**config.mk**
```make
export PLATFORM = sky130hd
export DESIGN_NAME = mips_instr_encoder
export DESIGN_NICKNAME = d
export VERILOG_FILES = /design/src/rtl/mips_instr_encoder_pkg.sv /design/src/rtl/mips_enc_fifo.sv /design/src/rtl/mips_instr_encoder.sv
export SDC_FILE = /design/constraint.sdc
export NUM_CORES = 1
export LEC_CHECK = 0
export ABC_AREA = 1
export BUFFER_PORTS_ARGS = -buffer_cell sky130_fd_sc_hd__buf_4
export CAP_MARGIN = 20
export CORE_MARGIN = 2
export CORE_UTILIZATION = 45
export CTS_CLUSTER_SIZE = 30
export DETAILED_ROUTE_END_ITERATION = 16
export PLACE_DENSITY = 0.68
export SLEW_MARGIN = 15
export SYNTH_ARGS = -nofsm -noshare
export SYNTH_HDL_FRONTEND = slang
export SYNTH_SLANG_ARGS = --single-unit
export TNS_END_PERCENT = 30
```
**constraint.sdc**
```tcl
create_clock -name clk -period 3.6 [get_ports clk]
set_input_delay 0.54 -clock clk [delete_from_list [all_inputs] [get_ports clk]]
set_output_delay 0.54 -clock clk [all_outputs]
set_load 0.05 [all_outputs]
```
**src/rtl/mips_instr_encoder_pkg.sv**
```systemverilog
// Shared MIPS single-cycle definitions: opcode type, funct codes, encoder
// FSM states and the encoder FIFO depth.
package mips_instr_encoder_pkg;

    // Primary opcodes understood by the encoder (instruction bits [31:26]).
    typedef enum logic [5:0] {
        OP_R_TYPE = 6'h00,
        OP_J      = 6'h02,
        OP_BEQ    = 6'h04,
        OP_ADDI   = 6'h08,
        OP_LW     = 6'h23,
        OP_SW     = 6'h2B
    } opcode_t;

    // R-type function codes (instruction bits [5:0]).
    localparam logic [5:0] FUNCT_ADD = 6'h20;
    localparam logic [5:0] FUNCT_SUB = 6'h22;
    localparam logic [5:0] FUNCT_AND = 6'h24;
    localparam logic [5:0] FUNCT_OR  = 6'h25;
    localparam logic [5:0] FUNCT_SLT = 6'h2A;

    // Encoder control states.
    typedef enum logic [1:0] {
        ST_IDLE  = 2'd0,
        ST_RUN   = 2'd1,
        ST_DRAIN = 2'd2
    } enc_state_t;

    // Number of encoded words buffered ahead of the memory write port.
    localparam int ENC_FIFO_DEPTH = 4;

    // True when an R-type funct belongs to the supported ALU subset.
    function automatic logic funct_supported(input logic [5:0] funct);
        return (funct == FUNCT_ADD) || (funct == FUNCT_SUB) ||
               (funct == FUNCT_AND) || (funct == FUNCT_OR)  ||
               (funct == FUNCT_SLT);
    endfunction

endpackage

```
**src/rtl/mips_enc_fifo.sv**
```systemverilog
// Small synchronous FIFO for encoded instruction words. A push while full is
// accepted only when a pop happens in the same cycle, so occupancy stays put.
module mips_enc_fifo #(
    parameter int WIDTH = 32,
    parameter int DEPTH = 4
) (
    input  logic             clk,
    input  logic             rst,
    input  logic             push,
    input  logic [WIDTH-1:0] push_data,
    input  logic             pop,
    output logic [WIDTH-1:0] pop_data,
    output logic             full,
    output logic             empty
);

    localparam int AW = (DEPTH > 1) ? $clog2(DEPTH) : 1;
    localparam int CW = $clog2(DEPTH + 1);

    logic [WIDTH-1:0] mem_q [DEPTH];
    logic [AW-1:0]    wr_ptr_q, wr_ptr_d;
    logic [AW-1:0]    rd_ptr_q, rd_ptr_d;
    logic [CW-1:0]    occ_q, occ_d;
    logic             do_push;
    logic             do_pop;

    function automatic logic [AW-1:0] ptr_inc(input logic [AW-1:0] p);
        return (p == AW'(DEPTH - 1)) ? '0 : p + AW'(1);
    endfunction

    assign full     = (occ_q == CW'(DEPTH));
    assign empty    = (occ_q == '0);
    assign do_pop   = pop && !empty;
    assign do_push  = push && (!full || do_pop);
    assign pop_data = mem_q[rd_ptr_q];

    // Next pointer and occupancy values from this cycle's push/pop.
    always_comb begin
        wr_ptr_d = wr_ptr_q;
        rd_ptr_d = rd_ptr_q;
        occ_d    = occ_q;
        if (do_push) wr_ptr_d = ptr_inc(wr_ptr_q);
        if (do_pop)  rd_ptr_d = ptr_inc(rd_ptr_q);
        if (do_push && !do_pop)      occ_d = occ_q + CW'(1);
        else if (!do_push && do_pop) occ_d = occ_q - CW'(1);
    end

    // Pointer/occupancy registers; reset empties the FIFO.
    always_ff @(posedge clk or posedge rst) begin
        if (rst) begin
            wr_ptr_q <= '0;
            rd_ptr_q <= '0;
            occ_q    <= '0;
        end else begin
            wr_ptr_q <= wr_ptr_d;
            rd_ptr_q <= rd_ptr_d;
            occ_q    <= occ_d;
        end
    end

    // Storage array; contents are don't-care while the slot is unoccupied.
    always_ff @(posedge clk) begin
        if (do_push) mem_q[wr_ptr_q] <= push_data;
    end

endmodule

```
**src/rtl/mips_instr_encoder.sv**
```systemverilog
// MIPS instruction encoder: accepts instruction descriptors, encodes them into
// 32-bit words and streams them into instruction memory from base_addr upward.
// Build option: define MIPS_ENC_FUNCT_CHECK_EN to reject R-type instructions
// whose funct is outside {add, sub, and, or, slt}.
//
// Handshakes: a descriptor transfers on a rising edge where in_valid and
// in_ready are both 1; in_ready never depends on in_valid. A memory write
// transfers on a rising edge where mem_we and mem_ready are both 1; mem_we
// never depends on mem_ready. in_ready is also 1 when the FIFO is full but the
// head is leaving this cycle, so push and pop can share a full cycle.
module mips_instr_encoder
    import mips_instr_encoder_pkg::*;
(
    input  logic        clk,
    input  logic        rst,
    input  logic        start,
    input  logic        stop,
    input  logic [31:0] base_addr,
    input  logic        in_valid,
    output logic        in_ready,
    input  opcode_t     in_opcode,
    input  logic [4:0]  in_rs,
    input  logic [4:0]  in_rt,
    input  logic [4:0]  in_rd,
    input  logic [4:0]  in_shamt,
    input  logic [5:0]  in_funct,
    input  logic [15:0] in_imm,
    input  logic [25:0] in_target,
    output logic        mem_we,
    output logic [31:0] mem_addr,
    output logic [31:0] mem_wdata,
    input  logic        mem_ready,
    output logic        busy,
    output logic        done,
    output logic        err,
    output logic [15:0] count,
    output enc_state_t  dbg_state
);

    enc_state_t  state_q, state_d;
    logic [31:0] mem_addr_q, mem_addr_d;
    logic [15:0] count_q, count_d;
    logic        err_q, err_d;
    logic        done_q, done_d;

    logic [31:0] enc_word;
    logic        enc_ok;
    logic        in_hs;
    logic        fifo_push;
    logic        fifo_pop;
    logic        fifo_full;
    logic        fifo_empty;

    // Combinational encoding of the presented descriptor.
    always_comb begin
        enc_word = '0;
        enc_ok   = 1'b0;
        case (in_opcode)
            OP_R_TYPE: begin
                enc_word = {in_opcode, in_rs, in_rt, in_rd, in_shamt, in_funct};
`ifdef MIPS_ENC_FUNCT_CHECK_EN
                enc_ok   = funct_supported(in_funct);
`else
                enc_ok   = 1'b1;
`endif
            end
            OP_LW, OP_SW, OP_BEQ, OP_ADDI: begin
                enc_word = {in_opcode, in_rs, in_rt, in_imm};
                enc_ok   = 1'b1;
            end
            OP_J: begin
                enc_word = {in_opcode, in_target};
                enc_ok   = 1'b1;
            end
            default: begin
                enc_word = '0;
                enc_ok   = 1'b0;
            end
        endcase
    end

    assign mem_we    = !fifo_empty;
    assign fifo_pop  = mem_we && mem_ready;
    assign in_ready  = (state_q == ST_RUN) && (!fifo_full || fifo_pop);
    assign in_hs     = in_valid && in_ready;
    assign fifo_push = in_hs && enc_ok;

    mips_enc_fifo #(
        .WIDTH (32),
        .DEPTH (ENC_FIFO_DEPTH)
    ) u_fifo (
        .clk       (clk),
        .rst       (rst),
        .push      (fifo_push),
        .push_data (enc_word),
        .pop       (fifo_pop),
        .pop_data  (mem_wdata),
        .full      (fifo_full),
        .empty     (fifo_empty)
    );

    // Next-state, address, counter and status computation.
    always_comb begin
        state_d    = state_q;
        mem_addr_d = mem_addr_q;
        count_d    = count_q;
        err_d      = err_q;
        done_d     = 1'b0;
        case (state_q)
            ST_IDLE: begin
                if (start) begin
                    state_d    = ST_RUN;
                    mem_addr_d = base_addr;
                    count_d    = '0;
                    err_d      = 1'b0;
                end
            end
            ST_RUN: begin
                // The descriptor accepted alongside stop is still pushed.
                if (stop) state_d = ST_DRAIN;
            end
            ST_DRAIN: begin
                if (fifo_empty) begin
                    state_d = ST_IDLE;
                    done_d  = 1'b1;
                end
            end
            default: state_d = ST_IDLE;
        endcase
        // Pops only occur outside IDLE, so they never collide with a start load.
        if (fifo_pop) begin
            mem_addr_d = mem_addr_q + 32'd4;
            count_d    = count_q + 16'd1;
        end
        if (in_hs && !enc_ok) err_d = 1'b1;
    end

    // Control registers; reset returns to IDLE with all status cleared.
    always_ff @(posedge clk or posedge rst) begin
        if (rst) begin
            state_q    <= ST_IDLE;
            mem_addr_q <= '0;
            count_q    <= '0;
            err_q      <= 1'b0;
            done_q     <= 1'b0;
        end else begin
            state_q    <= state_d;
            mem_addr_q <= mem_addr_d;
            count_q    <= count_d;
            err_q      <= err_d;
            done_q     <= done_d;
        end
    end

    assign mem_addr  = mem_addr_q;
    assign count     = count_q;
    assign err       = err_q;
    assign done      = done_q;
    assign busy      = (state_q != ST_IDLE);
    assign dbg_state = state_q;

endmodule
```
==> flow_summary.ini <==
[placement]
placer_s_final_routability_congestion_estimate = 0.861
place.detailed.hpwl_microns = 15000
post-place-cells = 1388
io_buffers = 198

[synth]
synth.largest_area_cell = sky130_fd_sc_hd__edfxtp_1
synth_most_common_cell = sky130_fd_sc_hd__nand2_1
synth_simple_gate_area_share_pct = 23.1
yosys-top-cells-count = sky130_fd_sc_hd__nand2_1, sky130_fd_sc_hd__edfxtp_1, sky130_fd_sc_hd__nor2_1
synth-compound-area-share_pct = 10.0
synth-seq-cells = 187
synthMuxAreaShare_pct = 0.239
synth-edff-count = 128
area_of_the_mapped_netlist_sq_mm = 0.00891
ys_dominant_reg_cell = sky130_fd_sc_hd__edfxtp_1
syn-instance-count = 947
synth_xor_xnor_area_share_pct = 0.295
post_synth.cell_area_avg_sq_um = 9.41
ys_warn_count = 0
synth_sequential_area_ratio_pct = 59.7
main_combinational_cell_family_by_area_after_synthesis = simple AND/OR/NAND/NOR gates
synth-adder-area-share_pct = 1.35
synth_cell_type_count = 40
netlist_top_cells_area = sky130_fd_sc_hd__edfxtp_1, sky130_fd_sc_hd__dfrtp_1, sky130_fd_sc_hd__nand2_1
synth-async-reset-ratio_pct = 31.6
synth_top_area_share_pct = 43.1

[timing]
final.period_utilization_pct = 78.4
fmax_ghz = 0.354
whs_ns = 0.168
setup-tns-final_ns = 0
finalSetupViolCount = 0
timing_max_transition_violations_final = 0
finalHoldViolCount = 0
period_minus_slack_ns = 2.82
fin_worst_skew_ns = 0.0113
worstMarginPinSlew_ns = 1.04
rsz0062_at_grt = false
slew-limit-headroom_pct = 30.1

[drt]
dr_total_vias = 7304
totalWireLength_microns = 22100
drtAntennaViolNets = 0
route.met3.wl_microns = 766
highest_layer = met4
post_drt_wl_per_cell_microns = 15.5
routed_via_density = 5.14
route.layer.met1.wl_microns = 9870
drc = 0
routed-wl-met2_microns = 11200
first_pass_detailed_route_iteration_total = 4
drt_first_iter_violations = 500

[floorplanning]
core_sq_mm = 0.0195
die_y_microns = 145
die_width_microns = 145
starting_utilization_of_the_core_area_pct = 45.8
num_rows = 51
ios = 199
floorplan.die_area_sq_mm = 0.0209

[min_path]
worstHoldPathType = in2async

[setup_path]
worst_path_dominant_cell_family = buffers and inverters
timing.setup.critical_path_class = reg2out
worst_flop_to_flop_path_startpoint = dbg_state[1]
worst_ep_arrival_ns = 2.28
cp_data_required_time_ns = 3.06
critical_path.endpoint_type = output pin
crit_fanout = 42
critPathSlowestCell = sky130_fd_sc_hd__dfrtp_2
r2r_end = u_fifo.occ_q[2]
r2r.worst_path.cells = 13
regToRegSetupSlack_ns = 1.39
critical_path.most_common_cell = sky130_fd_sc_hd__buf_4
setup.worst_path.start_class = flip-flop
worstPathBufferInverterCount = 2
crit_path_max_incr_delay_ns = 0.64
crit_path_cell_trace = buf_4 -> o21ai_0 -> o22ai_1 -> buf_4

[power]
report.power.total_mw = 8.99
power.static_leakage_nw = 4.73
power_per_cell_area_mw_per_mm2 = 796
vdd_drop_max_v = 0.000484

[global_routing]
grt.overflow.total = 0
grt_first_pass_wirelength_microns = 34700
groute.usage.overall_pct = 21.6
first_global_vias = 6826
grt_max_degree = 44
number_of_antenna_violations_at_the_first_check_in_global_routing = 0

[clock_tree]
cts_made_buffers = 17
tritoncts_num_sinks = 187
clockRootBuffer = sky130_fd_sc_hd__clkbuf_16
holdBufCountCts = 0
cts_setup_buffers = 0
cts_repair_resize_count = 0
clkTransAtPathRegs_ns = 0.08
clock_latency_ns = 0.43
htreeDepth = 4
cts_tree = yes
bufs_on_longest_clock_path = 2

[cells_and_area]
layout.nets = 1263
ant_cells = 0
final_cell_count_no_fill = 1420
layout.core_utilization_pct = 58.1
drive_gt1_share_pct = 24.3
area_growth_syn_to_layout_pct = 26.8

[job]
cap_viol_max_count = 0

[outcome]
run_status = completed
## sequential cells by signal, summed over array words and instances (netlist names)
| name | count |
|---|---|
| mem_addr | 32 |
| u_fifo.mem_q | 128 |
| dbg_state | 2 |
| done | 1 |
| u_fifo.wr_ptr_q | 2 |
| err | 1 |
| u_fifo.rd_ptr_q | 2 |
| count | 16 |
| u_fifo.occ_q | 3 |
## routing by layer
metal / vias to the layer above / global-route usage (%)
li1: 3636 / -
met1: 3474 / 28.3
met2: 174 / 37.3
met3: 20 / 3.16
met4: 0 / 6.54
met5: - / 0
## cell usage in the layout, fill, tap and decap left out, drive strengths merged
cell    instances
o211ai          8
xor2            2
clkbuf         17
nand2         231
xnor2           1
conb            4
nor4            3
nand3          89
inv            84
ha              8
edfxtp        128
mux2i           1
nand3b          1
or2             6
o21ai          89
fa              1
nor2          129
dfrtp          59
mux2            1
buf           209
o22ai          33
clkinv          5
a22o           11
nor3b           1
nor3           11
a21oi          10
o311ai          2
bufinv          2
nand4           9
## kinds of logic (layout without fill, tap and decap cells)
logic type | count (synthesis) | after routing
simple gates | 480 | 480
fa+ha+maj | 9 | 9
flops | 187 | 187
buf+inv | 112 | 317
compound gates | 153 | 153
mux | 2 | 2
xor+xnor | 3 | 3
other cells | 1 | 4
## area by class of cell
type | instances | area (sq um)
fillers | 1738 | 8160
flip-flops and latches | 187 | 5320
multi-input cells | 651 | 3140
repair buffers | 209 | 1580
clock buffers | 17 | 425
well taps | 265 | 332
inverters | 76 | 288
clock inverters | 15 | 211
## where the power goes
part | switching (mW) | internal (mW)
clock | 0.913 | 1.08
combinational | 2.93 | 1.18
sequential | 0.354 | 2.54
## through the flow
step / instance area, sq um / worst slack, ns
4_1_cts: 11300 / 0.751
5_1_grt: 11300 / 0.645
6_report: 11300 / 0.779
2_1_floorplan: 8920 / -0.144
3_5_place_dp: 10700 / 0.934
3_3_place_gp: 10700 / 0.966
## worst max-delay path by stage
stage	start	end	slack [ns]	depth (start not counted)
finish	u_fifo.rd_ptr_q[0]	mem_wdata[30]	0.78	4
global route	u_fifo.rd_ptr_q[0]	mem_wdata[30]	0.65	4
CTS	u_fifo.rd_ptr_q[0]	mem_wdata[30]	0.75	4
detailed placement	in_opcode[4]	u_fifo.occ_q[2]	0.93	13
global placement	in_opcode[4]	u_fifo.occ_q[2]	0.97	13
floorplan	dbg_state[1]	u_fifo.mem_q[0][0]	-0.14	7
No activity file was read; power rests on OpenSTA's default activity.
